<file path="src/rtl/bp_access_scheduler_if.sv">
// Bus bundle between the branch-predictor access scheduler and its neighbours:
// IF prediction queries, RoB training updates and the single-ported pattern table.
//   slave  : scheduler side (takes queries/updates, drives the table port)
//   master : environment side (IF, RoB and the table RAM)
interface bp_access_scheduler_if #(
    parameter int unsigned IDX_WIDTH = 6
);
    logic                 query_en;
    logic [31:0]          query_pc;
    logic                 query_ready;
    logic                 data_out_en;
    logic                 data_out;
    logic                 upd_en;
    logic [31:0]          upd_pc;
    logic                 upd_taken;
    logic                 upd_full;
    logic                 tbl_en;
    logic                 tbl_we;
    logic [IDX_WIDTH-1:0] tbl_addr;
    logic [1:0]           tbl_wdata;
    logic [1:0]           tbl_rdata;

    modport slave (
        input  query_en, query_pc, upd_en, upd_pc, upd_taken, tbl_rdata,
        output query_ready, data_out_en, data_out, upd_full,
               tbl_en, tbl_we, tbl_addr, tbl_wdata
    );

    modport master (
        output query_en, query_pc, upd_en, upd_pc, upd_taken, tbl_rdata,
        input  query_ready, data_out_en, data_out, upd_full,
               tbl_en, tbl_we, tbl_addr, tbl_wdata
    );
endinterface

</file>
<file path="src/rtl/bp_access_scheduler.sv">
// Arbitrates the single-ported 2-bit pattern table between IF prediction
// queries (priority, one per cycle) and buffered RoB training updates, which
// drain as read-modify-write pairs in idle cycles or when the FIFO fills.
// Ports:
//   clk_in  - clock
//   rst_in  - synchronous active-high reset
//   rdy_in  - global ready; low pauses all state and table traffic
//   bus     - query / update / table-port bundle (slave modport)
module bp_access_scheduler #(
    parameter int unsigned IDX_WIDTH  = 6,
    parameter int unsigned FIFO_DEPTH = 4
) (
    input  logic                  clk_in,
    input  logic                  rst_in,
    input  logic                  rdy_in,
    bp_access_scheduler_if.slave  bus
);
    localparam int unsigned PTR_W = (FIFO_DEPTH > 1) ? $clog2(FIFO_DEPTH) : 1;
    localparam int unsigned CNT_W = PTR_W + 1;
    localparam int unsigned ENT_W = IDX_WIDTH + 1;

    typedef enum logic [1:0] {
        IDLE = 2'd0,
        Q_RD = 2'd1,
        U_RD = 2'd2
    } state_e;

    state_e               state_q, state_d;
    logic [PTR_W-1:0]     head_q, head_d;
    logic [PTR_W-1:0]     tail_q, tail_d;
    logic [CNT_W-1:0]     count_q, count_d;
    logic [ENT_W-1:0]     fifo_q [FIFO_DEPTH];
    logic [ENT_W-1:0]     fifo_d [FIFO_DEPTH];

    logic                 full;
    logic                 empty;
    logic                 push;
    logic                 pop;
    logic [IDX_WIDTH-1:0] qry_idx;
    logic [IDX_WIDTH-1:0] upd_idx;
    logic [IDX_WIDTH-1:0] head_idx;
    logic                 head_taken;
    logic [1:0]           ctr_next;
    logic                 unused_bits;

    assign full       = (count_q == CNT_W'(FIFO_DEPTH));
    assign empty      = (count_q == '0);
    assign qry_idx    = bus.query_pc[IDX_WIDTH+1:2];
    assign upd_idx    = bus.upd_pc[IDX_WIDTH+1:2];
    assign head_idx   = fifo_q[head_q][ENT_W-1:1];
    assign head_taken = fifo_q[head_q][0];
    assign unused_bits = ^{bus.query_pc[31:IDX_WIDTH+2], bus.query_pc[1:0],
                           bus.upd_pc[31:IDX_WIDTH+2], bus.upd_pc[1:0], bus.tbl_rdata[0]};

    // Saturating 2-bit counter training of the value just read for the FIFO head.
    always_comb begin
        ctr_next = bus.tbl_rdata;
        if (head_taken) begin
            if (bus.tbl_rdata != 2'd3) ctr_next = bus.tbl_rdata + 2'd1;
        end else begin
            if (bus.tbl_rdata != 2'd0) ctr_next = bus.tbl_rdata - 2'd1;
        end
    end

    // Next-state, FIFO bookkeeping and table-port outputs.
    always_comb begin
        state_d         = state_q;
        head_d          = head_q;
        tail_d          = tail_q;
        count_d         = count_q;
        fifo_d          = fifo_q;
        push            = 1'b0;
        pop             = 1'b0;
        bus.query_ready = 1'b0;
        bus.data_out_en = 1'b0;
        bus.data_out    = 1'b0;
        bus.tbl_en      = 1'b0;
        bus.tbl_we      = 1'b0;
        bus.tbl_addr    = '0;
        bus.tbl_wdata   = '0;
        bus.upd_full    = full && !rst_in;

        if (!rst_in && rdy_in) begin
            push = bus.upd_en && !full;
            unique case (state_q)
                IDLE, Q_RD: begin
                    // Prediction for last cycle's query; next issue arbitrated alongside.
                    if (state_q == Q_RD) begin
                        bus.data_out_en = 1'b1;
                        bus.data_out    = bus.tbl_rdata[1];
                    end
                    bus.query_ready = !full;
                    if (full || (!bus.query_en && !empty)) begin
                        bus.tbl_en   = 1'b1;
                        bus.tbl_addr = head_idx;
                        state_d      = U_RD;
                    end else if (bus.query_en) begin
                        bus.tbl_en   = 1'b1;
                        bus.tbl_addr = qry_idx;
                        state_d      = Q_RD;
                    end else begin
                        state_d      = IDLE;
                    end
                end
                U_RD: begin
                    bus.tbl_en    = 1'b1;
                    bus.tbl_we    = 1'b1;
                    bus.tbl_addr  = head_idx;
                    bus.tbl_wdata = ctr_next;
                    pop           = 1'b1;
                    state_d       = IDLE;
                end
                default: state_d = IDLE;
            endcase

            if (push) begin
                fifo_d[tail_q] = {upd_idx, bus.upd_taken};
                tail_d         = tail_q + PTR_W'(1);
            end
            if (pop) head_d = head_q + PTR_W'(1);
            count_d = count_q + CNT_W'(push) - CNT_W'(pop);
        end
    end

    // State and FIFO registers; rdy_in low holds everything via the comb defaults.
    always_ff @(posedge clk_in) begin
        if (rst_in) begin
            state_q <= IDLE;
            head_q  <= '0;
            tail_q  <= '0;
            count_q <= '0;
            fifo_q  <= '{default: '0};
        end else begin
            state_q <= state_d;
            head_q  <= head_d;
            tail_q  <= tail_d;
            count_q <= count_d;
            fifo_q  <= fifo_d;
        end
    end
endmodule

</file>
<file path="src/flat_wrapper.sv">
// flat-port wrapper written by rule: the top's interface ports become plain ports
module bp_access_scheduler_flat 
#(
    parameter int unsigned IDX_WIDTH  = 6,
    parameter int unsigned FIFO_DEPTH = 4
)
  (clk_in, rst_in, rdy_in, bus_query_en, bus_query_pc, bus_upd_en, bus_upd_pc, bus_upd_taken, bus_tbl_rdata, bus_query_ready, bus_data_out_en, bus_data_out, bus_upd_full, bus_tbl_en, bus_tbl_we, bus_tbl_addr, bus_tbl_wdata);
  bp_access_scheduler_if #(.IDX_WIDTH(IDX_WIDTH)) bus_i ();
  input  logic clk_in;
  input  logic rst_in;
  input  logic rdy_in;
  input wire logic [$bits(bus_i.query_en)-1:0] bus_query_en;
  input wire logic [$bits(bus_i.query_pc)-1:0] bus_query_pc;
  input wire logic [$bits(bus_i.upd_en)-1:0] bus_upd_en;
  input wire logic [$bits(bus_i.upd_pc)-1:0] bus_upd_pc;
  input wire logic [$bits(bus_i.upd_taken)-1:0] bus_upd_taken;
  input wire logic [$bits(bus_i.tbl_rdata)-1:0] bus_tbl_rdata;
  output wire logic [$bits(bus_i.query_ready)-1:0] bus_query_ready;
  output wire logic [$bits(bus_i.data_out_en)-1:0] bus_data_out_en;
  output wire logic [$bits(bus_i.data_out)-1:0] bus_data_out;
  output wire logic [$bits(bus_i.upd_full)-1:0] bus_upd_full;
  output wire logic [$bits(bus_i.tbl_en)-1:0] bus_tbl_en;
  output wire logic [$bits(bus_i.tbl_we)-1:0] bus_tbl_we;
  output wire logic [$bits(bus_i.tbl_addr)-1:0] bus_tbl_addr;
  output wire logic [$bits(bus_i.tbl_wdata)-1:0] bus_tbl_wdata;
  assign bus_i.query_en = bus_query_en;
  assign bus_i.query_pc = bus_query_pc;
  assign bus_i.upd_en = bus_upd_en;
  assign bus_i.upd_pc = bus_upd_pc;
  assign bus_i.upd_taken = bus_upd_taken;
  assign bus_i.tbl_rdata = bus_tbl_rdata;
  assign bus_query_ready = bus_i.query_ready;
  assign bus_data_out_en = bus_i.data_out_en;
  assign bus_data_out = bus_i.data_out;
  assign bus_upd_full = bus_i.upd_full;
  assign bus_tbl_en = bus_i.tbl_en;
  assign bus_tbl_we = bus_i.tbl_we;
  assign bus_tbl_addr = bus_i.tbl_addr;
  assign bus_tbl_wdata = bus_i.tbl_wdata;
  bp_access_scheduler #(.IDX_WIDTH(IDX_WIDTH), .FIFO_DEPTH(FIFO_DEPTH)) u_core (.clk_in(clk_in), .rst_in(rst_in), .rdy_in(rdy_in), .bus(bus_i));
endmodule
</file>
<file path="config.mk">
export PLATFORM = sky130hd
export DESIGN_NAME = bp_access_scheduler_flat
export DESIGN_NICKNAME = d
export VERILOG_FILES = /design/src/rtl/bp_access_scheduler_if.sv /design/src/rtl/bp_access_scheduler.sv /design/src/flat_wrapper.sv
export SDC_FILE = /design/constraint.sdc
export NUM_CORES = 1
export LEC_CHECK = 0
export BUFFER_PORTS_ARGS = -buffer_cell sky130_fd_sc_hd__buf_2
export CORE_UTILIZATION = 35
export CTS_BUF_LIST = sky130_fd_sc_hd__clkbuf_2 sky130_fd_sc_hd__clkbuf_4 sky130_fd_sc_hd__clkbuf_8
export DETAILED_ROUTE_END_ITERATION = 7
export PLACE_DENSITY = 0.68
export SYNTH_ARGS = -nofsm -noshare
export SYNTH_HDL_FRONTEND = slang
export SYNTH_SLANG_ARGS = --single-unit
</file>
<file path="constraint.sdc">
create_clock -name clk_in -period 2.9 [get_ports clk_in]
set_input_delay 0.29 -clock clk_in [delete_from_list [all_inputs] [get_ports clk_in]]
set_output_delay 0.29 -clock clk_in [all_outputs]
set_load 0.01 [all_outputs]
</file>
==> results of run 1 <==
[cell usage in the layout, fill, tap and decap left out, types with 6 or more instances in the layout]
cell                        synthesis  routed
sky130_fd_sc_hd__dfxtp_1           37      37
sky130_fd_sc_hd__a21oi_1            7       7
sky130_fd_sc_hd__clkbuf_8           0       6
sky130_fd_sc_hd__mux4_2             7       7
sky130_fd_sc_hd__nand2_1            7       7
sky130_fd_sc_hd__nand2b_1          28      28
sky130_fd_sc_hd__mux2i_1           30      30
sky130_fd_sc_hd__o2bb2ai_1          6       6
sky130_fd_sc_hd__buf_2              5      33
sky130_fd_sc_hd__inv_1             20      20
[tightest hold or removal path: cells and delay by family]
family,cells,cell delay (ns)
mux,1,0.11
buf+inv,2,0.13
[report_power, final]
group / internal [W] / total (W) / switching [W]
clock network: 0.000188 / 0.000369 / 0.000182
logic: 0.0000945 / 0.000206 / 0.000112
registers: 0.000531 / 0.000553 / 0.0000221
total: 0.000813 / 0.00113 / 0.000316
[kinds of logic (layout without fill, tap and decap cells)]
logic type	count (synthesis)	in the layout	synth area share (%)
buffers and inverters	31	61	6.76
flip-flops	37	37	36.4
XOR/XNOR	1	1	0.431
AND/OR/NAND/NOR	58	58	20.9
multiplexers	37	37	22.5
AO/OA/AOI/OAI	24	24	8.92
adder cells (fa/ha/maj)	6	6	4.06
[metrics by stage]
stage	instances	util, %	total power (W)	hold slack (ns)
final	296	42.0	0.00113	0.290
after detailed placement	289	40.3	0.000773	0.465
after CTS	296	42.0	0.00114	0.285
after global routing	296	42.0	0.00119	0.294
after floorplan	194	-	0.000725	0.449
after global placement	289	40.3	0.000769	0.458
[final timing paths]
kind	start	endpoint	slack (ns)	cells after the start
worst max-delay path	u_core.count_q[2]	u_core.count_q[2]	0.57	7
worst min-delay path	bus_upd_taken	u_core.fifo_q[0]	0.29	3
worst max register to register	u_core.count_q[2]	u_core.count_q[2]	0.57	7
worst min register to register	u_core.fifo_q[4]	u_core.fifo_q[4]	0.48	2
[flip-flops by register name, summed over array words and instances (netlist names)]
signal	count
u_core.state_q	2
u_core.count_q	3
u_core.tail_q	2
u_core.fifo_q	28
u_core.head_q	2
[area by class of cell]
type | count | area share, %
clock buffers | 6 | 3.55
clock inverters | 1 | 0.323
inverters | 20 | 3.23
multi-input cells | 126 | 49.7
flip-flops and latches | 37 | 31.9
well taps | 72 | 3.88
repair buffers | 34 | 7.43
[per-layer routing]
metal,share of wire [%],vias up
met1,50,689
li1,-,721
met3,3.9,6
met4,1.4,0
met5,0,-
met2,45,35
==> results.yml, run 1 <==
placement:
  globalplace.congestion: 0.680
  detailed_place.area_mm2: 0.00223
  hpwl_um: 2820
  placement.io_buffers: 33
  dpl_worst_slack_ns: 0.558
yosys:
  yosysUniqueCellTypes: 35
  yosys.area.top_type: "sky130_fd_sc_hd__dfxtp_1"
  mappedNetlistArea_mm2: 0.00203
  postSynthRegisterBits: 37
  ys.flop_type: "sky130_fd_sc_hd__dfxtp_1"
  synthMostInstantiatedCell: "sky130_fd_sc_hd__dfxtp_1"
  synth_warnings: 0
  asyncSetResetFlopFracSynth_pct: 0
  yosys.area.top_type_share_pct: 36.4
  syn-instance-count: 194
  synthesis.nets: 272
  postSynthAreaPerCell_um2: 10.5
  ys_top_cells_by_area: "sky130_fd_sc_hd__dfxtp_1 36%, sky130_fd_sc_hd__mux2i_1 15%, sky130_fd_sc_hd__nand2b_1 8.6%"
  synth_seq_area_share_pct: 36.4
  synth.top_cells.by_count: "37 x sky130_fd_sc_hd__dfxtp_1, 30 x sky130_fd_sc_hd__mux2i_1, 28 x sky130_fd_sc_hd__nand2b_1, 20 x sky130_fd_sc_hd__inv_1"
  number_of_synthesized_flops_with_an_enable_pin: 0
timing:
  timing_hold_violations_final: 0
  final_max_slew_viol_count: 0
  achievable-frequency_ghz: 0.430
  timing.final.ws_setup_ns: 0.572
  layout_min_cycle_time_ns: 2.33
  slew_at_the_pin_with_the_worst_max_slew_slack_ns: 0.893
  grt_setup_unrepaired: "false"
  worst_clock_skew_ns: 0.00406
  post-route-period-util_pct: 80.3
  slew-limit-headroom_pct: 40.4
  final-setup-viol-count: 0
  fin_tns_setup_ns: 0
critical_path:
  worst_setup_path_start_kind: "flop"
  crit_type: "flop to flop"
  kind_of_cell_adding_the_most_delay_to_the_critical_path: "simple AND/OR/NAND/NOR gates"
  worst_ep_arrival_time_ns: 2.55
  critPathCaptureType: "flop"
  cp_slowest_stage_delay_ns: 0.50
  timing.critical_path.required_ns: 3.12
  timing.critical_path.fanout_max: 11
  timing.critical_path.cells: "or3b_4, and2_4, ha_1, fa_1, xor2_1, or3_1, a21oi_1"
  timing.critical_path.buf_inv: 0
  timing.critical_path.slowest_stage_cell: "sky130_fd_sc_hd__or3b_4"
clocking:
  clk_pin_slew_worst_paths_ns: 0.07
  clock_tree_from_tritoncts: "done"
  cts.sinks: 37
  post_cts.resized_instances: 0
  cts.root.buffer_cell: "sky130_fd_sc_hd__clkbuf_8"
  cts_setup_buffers: 0
  quantity_of_hold_fixing_buffers_added_after_cts: 0
  insertion_delay_ns: 0.29
  buffers_from_clock_root_to_sink_at_most: 2
  cts_made_buffers: 5
  cts_h_tree_depth: 2
grt:
  grt_use_total_pct: 14.2
  grt.met1_usage_pct: 19.0
  gr_layer_usage_met3_pct: 2.79
  grt_first_pass_wirelength_um: 6670
  peak_usage_layer_in_the_global_routing_report: "met2"
  grt_antenna_before_repair: 0
  remaining_global_route_overflow: 0
  grt_pass1_vias: 1400
  global_route.usage.met2_pct: 22.1
  grt_max_degree: 24
route:
  wl_per_cell_um: 13.2
  num_vias: 1451
  drt_pre_antenna_iters: 4
  drt_first_iter_violations: 42
  postRouteAntennaNets: 0
  via_per_inst: 4.90
  wirelength_um: 3910
  drc_errors: 0
final_layout:
  finalInstanceArea_mm2: 0.00232
  layout-area-overhead-vs-synth_pct: 14.3
  nFillCells: 571
  fin_nets: 302
  drive_gt1_share_pct: 27.2
  num_antenna_cells: 0
  seq_area_um2: 741
  multi_input_area_mm2: 0.00116
floorplan:
  design.core.area_mm2: 0.00554
  floorplan.initialDensity_pct: 36.7
  die_height_um: 78.2
  dieWidth_um: 78.2
  ioPinCount: 86
  rows: 27
  die_area_mm2: 0.00612
outcome:
  outcome: "finished clean"
power_and_ir_drop:
  power.leakage_nw: 1.11
  vdd_ir_drop_max_v: 0.000231
  powerDensity_mw_per_mm2: 486
run:
  cap_violations: 0
hold_path:
  hold_path_class: "primary input to flop"
Note: power is estimated with default switching activity, not from simulation.
==> run 2: changes to the inputs <==
Clock period 2.9 ns to 2.2 ns, I/O delays scaled along.
==> run 2 against run 1 <==
  * Hold slack got worse by 0.079 ns
  * Routed wire length grew 6.9%
  * Count of clock-buffer cells in the layout unchanged
==> results.yml, run 2 (same netlist as run 1, synthesis figures left out) <==
outcome:
  outcome: "finished clean"
floorplan:
  floorplan.initialDensity_pct: 36.7
  dieWidth_um: 78.2
  rows: 27
  die_height_um: 78.2
  design.core.area_mm2: 0.00554
  ioPinCount: 86
  die_area_mm2: 0.00612
critical_path:
  crit_type: "flop to flop"
  timing.critical_path.buf_inv: 0
  reg2reg_slack_ns: 0.06
  timing.critical_path.fanout_max: 6
  critPathCaptureType: "flop"
  timing.critical_path.slowest_stage_cell: "sky130_fd_sc_hd__or3b_4"
  cp_slowest_stage_delay_ns: 0.39
  timing.critical_path.cells: "or3b_4, and2_4, ha_2, fa_2, xor2_1, or3_1, a21oi_2"
  timing.critical_path.required_ns: 2.42
  kind_of_cell_adding_the_most_delay_to_the_critical_path: "simple AND/OR/NAND/NOR gates"
  worst_ep_arrival_time_ns: 2.37
  worst_setup_path_start_kind: "flop"
route:
  wirelength_um: 4180
  drt_pre_antenna_iters: 2
  num_vias: 1456
  drt_first_iter_violations: 51
  drc_errors: 0
  postRouteAntennaNets: 0
  wl_per_cell_um: 13.9
  via_per_inst: 4.84
clocking:
  cts_made_buffers: 5
  clk_pin_slew_worst_paths_ns: 0.08
  clock_tree_from_tritoncts: "done"
  cts.root.buffer_cell: "sky130_fd_sc_hd__clkbuf_8"
  buffers_from_clock_root_to_sink_at_most: 2
  insertion_delay_ns: 0.30
  cts_h_tree_depth: 2
  cts.sinks: 37
final_layout:
  final_cell_mix: "35 x sky130_fd_sc_hd__dfxtp_1, 33 x sky130_fd_sc_hd__buf_2, 30 x sky130_fd_sc_hd__mux2i_1"
  largest_register_ffs: 28
  nFillCells: 550
  fin_nets: 306
  post_route_insts_no_fill: 301
  mostFrequentLayoutCell: "sky130_fd_sc_hd__dfxtp_1"
  drive_gt1_share_pct: 31.0
  layout_top_registers: "u_core.fifo_q (28), u_core.count_q (3)"
  seq_area_um2: 743
  largest-register: "u_core.fifo_q"
  multi_input_area_mm2: 0.00116
  layout-area-overhead-vs-synth_pct: 17.8
  num_antenna_cells: 0
grt:
  grt_pass1_vias: 1407
  remaining_global_route_overflow: 0
  grt_max_degree: 35
  grt_use_total_pct: 14.9
  grt_first_pass_wirelength_um: 6840
  grt_antenna_before_repair: 0
power_and_ir_drop:
  vdd_ir_drop_max_v: 0.000347
  power.leakage_nw: 1.14
  powerDensity_mw_per_mm2: 691
placement:
  globalplace.congestion: 0.731
  hpwl_um: 2840
  placement.io_buffers: 33
  dpl_worst_slack_ns: 0.0849
  post-place-cells: 293
hold_path:
  hold_path_class: "primary input to flop"
timing:
  slew_at_the_pin_with_the_worst_max_slew_slack_ns: 0.511
  timing.final.ws_setup_ns: 0.0564
  worst_clock_skew_ns: 0.00681
  grt_setup_unrepaired: "false"
  post-route-period-util_pct: 97.4
  final-setup-viol-count: 0
  layout_min_cycle_time_ns: 2.14
  fin_tns_setup_ns: 0
  achievable-frequency_ghz: 0.466
  final_max_slew_viol_count: 0
  hold_ws_ns: 0.211
  timing_hold_violations_final: 0
  slew-limit-headroom_pct: 65.9
run:
  cap_violations: 0
## run 2: cell count changes in the layout (fill, tap and decap cells not counted), sizes merged
cell / before / now
buf: 34 / 38
bufinv: 0 / 1
## run 2: worst paths after layout
kind                                     endpoint  cells past startpoint         startpoint
worst max-delay path            u_core.count_q[2]                      7  u_core.count_q[0]
worst min-delay path            u_core.fifo_q[16]                      3      bus_upd_pc[3]
worst max register to register  u_core.count_q[2]                      7  u_core.count_q[0]
worst min register to register  u_core.fifo_q[22]                      2  u_core.fifo_q[22]
## run 2: report_power, final
part,switching [W],internal (W),total (W),leakage (nW)
logic,0.000165,0.000137,0.000302,0.786
registers,0.0000256,0.000701,0.000727,0.301
clock network,0.000257,0.000369,0.000626,0.0574
## run 2: per-stage QoR
| step | util [%] | instance area, um^2 | power (W) |
|---|---|---|---|
| final | 43.2 | 2400 | 0.00165 |
| after global routing | 43.2 | 2400 | 0.00173 |
| after CTS | 43.1 | 2390 | 0.00167 |
| after detailed placement | 41.0 | 2270 | 0.00104 |
| after global placement | 41.0 | 2270 | 0.00103 |
| after floorplan | - | 2040 | 0.000961 |
## run 2: area by class of cell
class	count	area share [%]
Inverter	20	3.13
Clock buffer	6	3.45
Sequential cell	37	31.0
Multi-Input combinational cell	126	48.6
Tap cell	72	3.76
Clock inverter	2	1.57
Timing Repair Buffer	38	8.46
## run 2: what timing repair did
item,4_1_cts,5_1_grt
buffers inserted,0,0
endpoints found under the setup margin,0,2
resized for setup,0,3
hold buffers,0,0
## run 2: worst min-delay path, delay by kind of cell
kind	cells	cell delay, ns
buffers and inverters	2	0.13
muxes	1	0.12
## run 2: metal layers
metal / global-route usage (%) / up-vias / wire, um / share of wire [%]
li1: - / 740 / - / -
met1: 19.7 / 681 / 2100 / 50
met2: 23.2 / 30 / 1850 / 44
met3: 3.84 / 5 / 152 / 3.6
met4: 5.56 / 0 / 66 / 1.6
met5: 0 / - / 0 / 0
==> run 3: changes to the inputs <==
Settings changed: CORE_UTILIZATION 35 to 49, PLACE_DENSITY 0.68 to 0.88, SETUP_SLACK_MARGIN set to 0.5.
==> run 3 against run 2 <==
  * Power down 2.2%
  * Non-clock buffer count rose by 8
  * Clock power shrank 23%
  * Sequential power hardly changed
  * Flip-flop and latch count unchanged
  * Routed wire length is 6.1% higher
  * Highest routed layer unchanged
==> results.yml, run 3 (same netlist as run 1, synthesis figures left out) <==
critical_path:
  worst_ep_arrival_time_ns: 2.32
  timing.critical_path.required_ns: 2.44
  cp_slowest_stage_delay_ns: 0.39
  critPathCaptureType: "flop"
  timing.critical_path.slowest_stage_cell: "sky130_fd_sc_hd__or3b_4"
  timing.critical_path.cells: "or3b_4, and2_4, ha_4, fa_2, xor2_1, or3_1, a21oi_2"
  crit_type: "flop to flop"
  timing.critical_path.fanout_max: 3
  worst_setup_path_start_kind: "flop"
  kind_of_cell_adding_the_most_delay_to_the_critical_path: "simple AND/OR/NAND/NOR gates"
  timing.critical_path.buf_inv: 0
floorplan:
  die_area_mm2: 0.00441
  dieWidth_um: 66.4
  floorplan.initialDensity_pct: 50.9
  ioPinCount: 86
  design.core.area_mm2: 0.00400
  rows: 23
  die_height_um: 66.4
route:
  wl_per_cell_um: 15.4
  via_per_inst: 5.33
  drt_pre_antenna_iters: 4
  drt_first_iter_violations: 55
  postRouteAntennaNets: 0
  num_vias: 1529
  wirelength_um: 4430
  drc_errors: 0
timing:
  hold_ws_ns: 0.208
  slew_at_the_pin_with_the_worst_max_slew_slack_ns: 0.390
  worst_clock_skew_ns: 0.0120
  post-route-period-util_pct: 94.9
  slew-limit-headroom_pct: 74.0
  grt_setup_unrepaired: "true"
  final_max_slew_viol_count: 0
  final-setup-viol-count: 0
  achievable-frequency_ghz: 0.479
  layout_min_cycle_time_ns: 2.09
  fin_tns_setup_ns: 0
  timing_hold_violations_final: 0
placement:
  detailed_place.area_mm2: 0.00225
  post-place-cells: 271
  globalplace.congestion: 0.816
  placement.io_buffers: 33
  hpwl_um: 2830
final_layout:
  post_route_insts_no_fill: 287
  largest-register: "u_core.fifo_q"
  num_antenna_cells: 0
  multi_input_area_mm2: 0.00123
  final_cell_mix: "31 x sky130_fd_sc_hd__buf_2, 31 x sky130_fd_sc_hd__dfxtp_1, 30 x sky130_fd_sc_hd__mux2i_1"
  finalInstanceArea_mm2: 0.00252
  fin_nets: 314
  drive_gt1_share_pct: 38.8
  seq_area_um2: 756
  layout-area-overhead-vs-synth_pct: 23.9
  layout_top_registers: "u_core.fifo_q (28), u_core.count_q (3)"
  nFillCells: 312
  largest_register_ffs: 28
  core_utilization_of_the_finished_layout_pct: 63.0
clocking:
  cts_made_buffers: 5
  clk_pin_slew_worst_paths_ns: 0.08
  cts.root.buffer_cell: "sky130_fd_sc_hd__clkbuf_8"
  clock_tree_from_tritoncts: "done"
  cts_h_tree_depth: 2
  buffers_from_clock_root_to_sink_at_most: 2
  cts.sinks: 37
  quantity_of_hold_fixing_buffers_added_after_cts: 0
  insertion_delay_ns: 0.30
power_and_ir_drop:
  power.leakage_nw: 1.20
  vdd_ir_drop_max_v: 0.000368
  powerDensity_mw_per_mm2: 643
grt:
  grt_first_pass_wirelength_um: 6710
  grt_max_degree: 40
  remaining_global_route_overflow: 0
  grt_pass1_vias: 1420
  grt_antenna_before_repair: 0
  grt_use_total_pct: 21.2
outcome:
  outcome: "finished clean"
run:
  cap_violations: 0
hold_path:
  hold_path_class: "primary input to flop"
## run 3: report_power, final
group	internal [W]	switching [W]	total (W)
registers	0.000703	0.0000254	0.000728
logic	0.000209	0.000202	0.000410
clock network	0.000219	0.000262	0.000481
total	0.00113	0.000489	0.00162
## run 3: cell type report
type	count	area share, %
flip-flops and latches	37	30.0
clock inverters	3	0.695
multi-input cells	126	48.9
repair buffers	46	12.2
inverters	20	2.98
well taps	50	2.48
clock buffers	5	2.73
## run 3: path summary, 6_finish.rpt
| path | startpoint | to | slack (ns) | cells after the start |
|---|---|---|---|---|
| setup reg to reg | u_core.count_q[1] | u_core.count_q[2] | 0.11 | 7 |
| hold / removal | bus_upd_pc[3] | u_core.fifo_q[16] | 0.21 | 3 |
| setup / recovery | u_core.count_q[1] | u_core.count_q[2] | 0.11 | 7 |
| hold reg to reg | u_core.fifo_q[1] | u_core.fifo_q[1] | 0.48 | 2 |
## run 3: metrics by stage
| step | setup WS (ns) | power (W) |
|---|---|---|
| finish | 0.113 | 0.00162 |
| global route | 0.0508 | 0.00170 |
| CTS | 0.143 | 0.00156 |
| detailed placement | 0.130 | 0.00105 |
| global placement | 0.181 | 0.00104 |
| floorplan | 0.0755 | 0.000968 |
## run 3: repair_timing
action,4_1_cts,5_1_grt
gates resized for setup,14,17
setup endpoints to repair,12,13
setup buffers,5,3
pin swaps,1,2
endpoints found under the hold margin,0,0
## run 3: worst reg2reg max path: stages (launching register included)
cell	delay (ns)
sky130_fd_sc_hd__dfxtp_4	0.35
sky130_fd_sc_hd__or3b_4	0.39
sky130_fd_sc_hd__and2_4	0.18
sky130_fd_sc_hd__ha_4	0.15
sky130_fd_sc_hd__fa_2	0.34
sky130_fd_sc_hd__xor2_1	0.16
sky130_fd_sc_hd__or3_1	0.32
sky130_fd_sc_hd__a21oi_2	0.12
## run 3: per-layer routing
metal  vias up  GRT usage, %  share of wire (%)
met5         -             0                  0
met1       735          25.6                 45
li1        752             -                  -
met4         0          8.78                2.4
met3        13          5.86                3.7
met2        29          35.1                 49
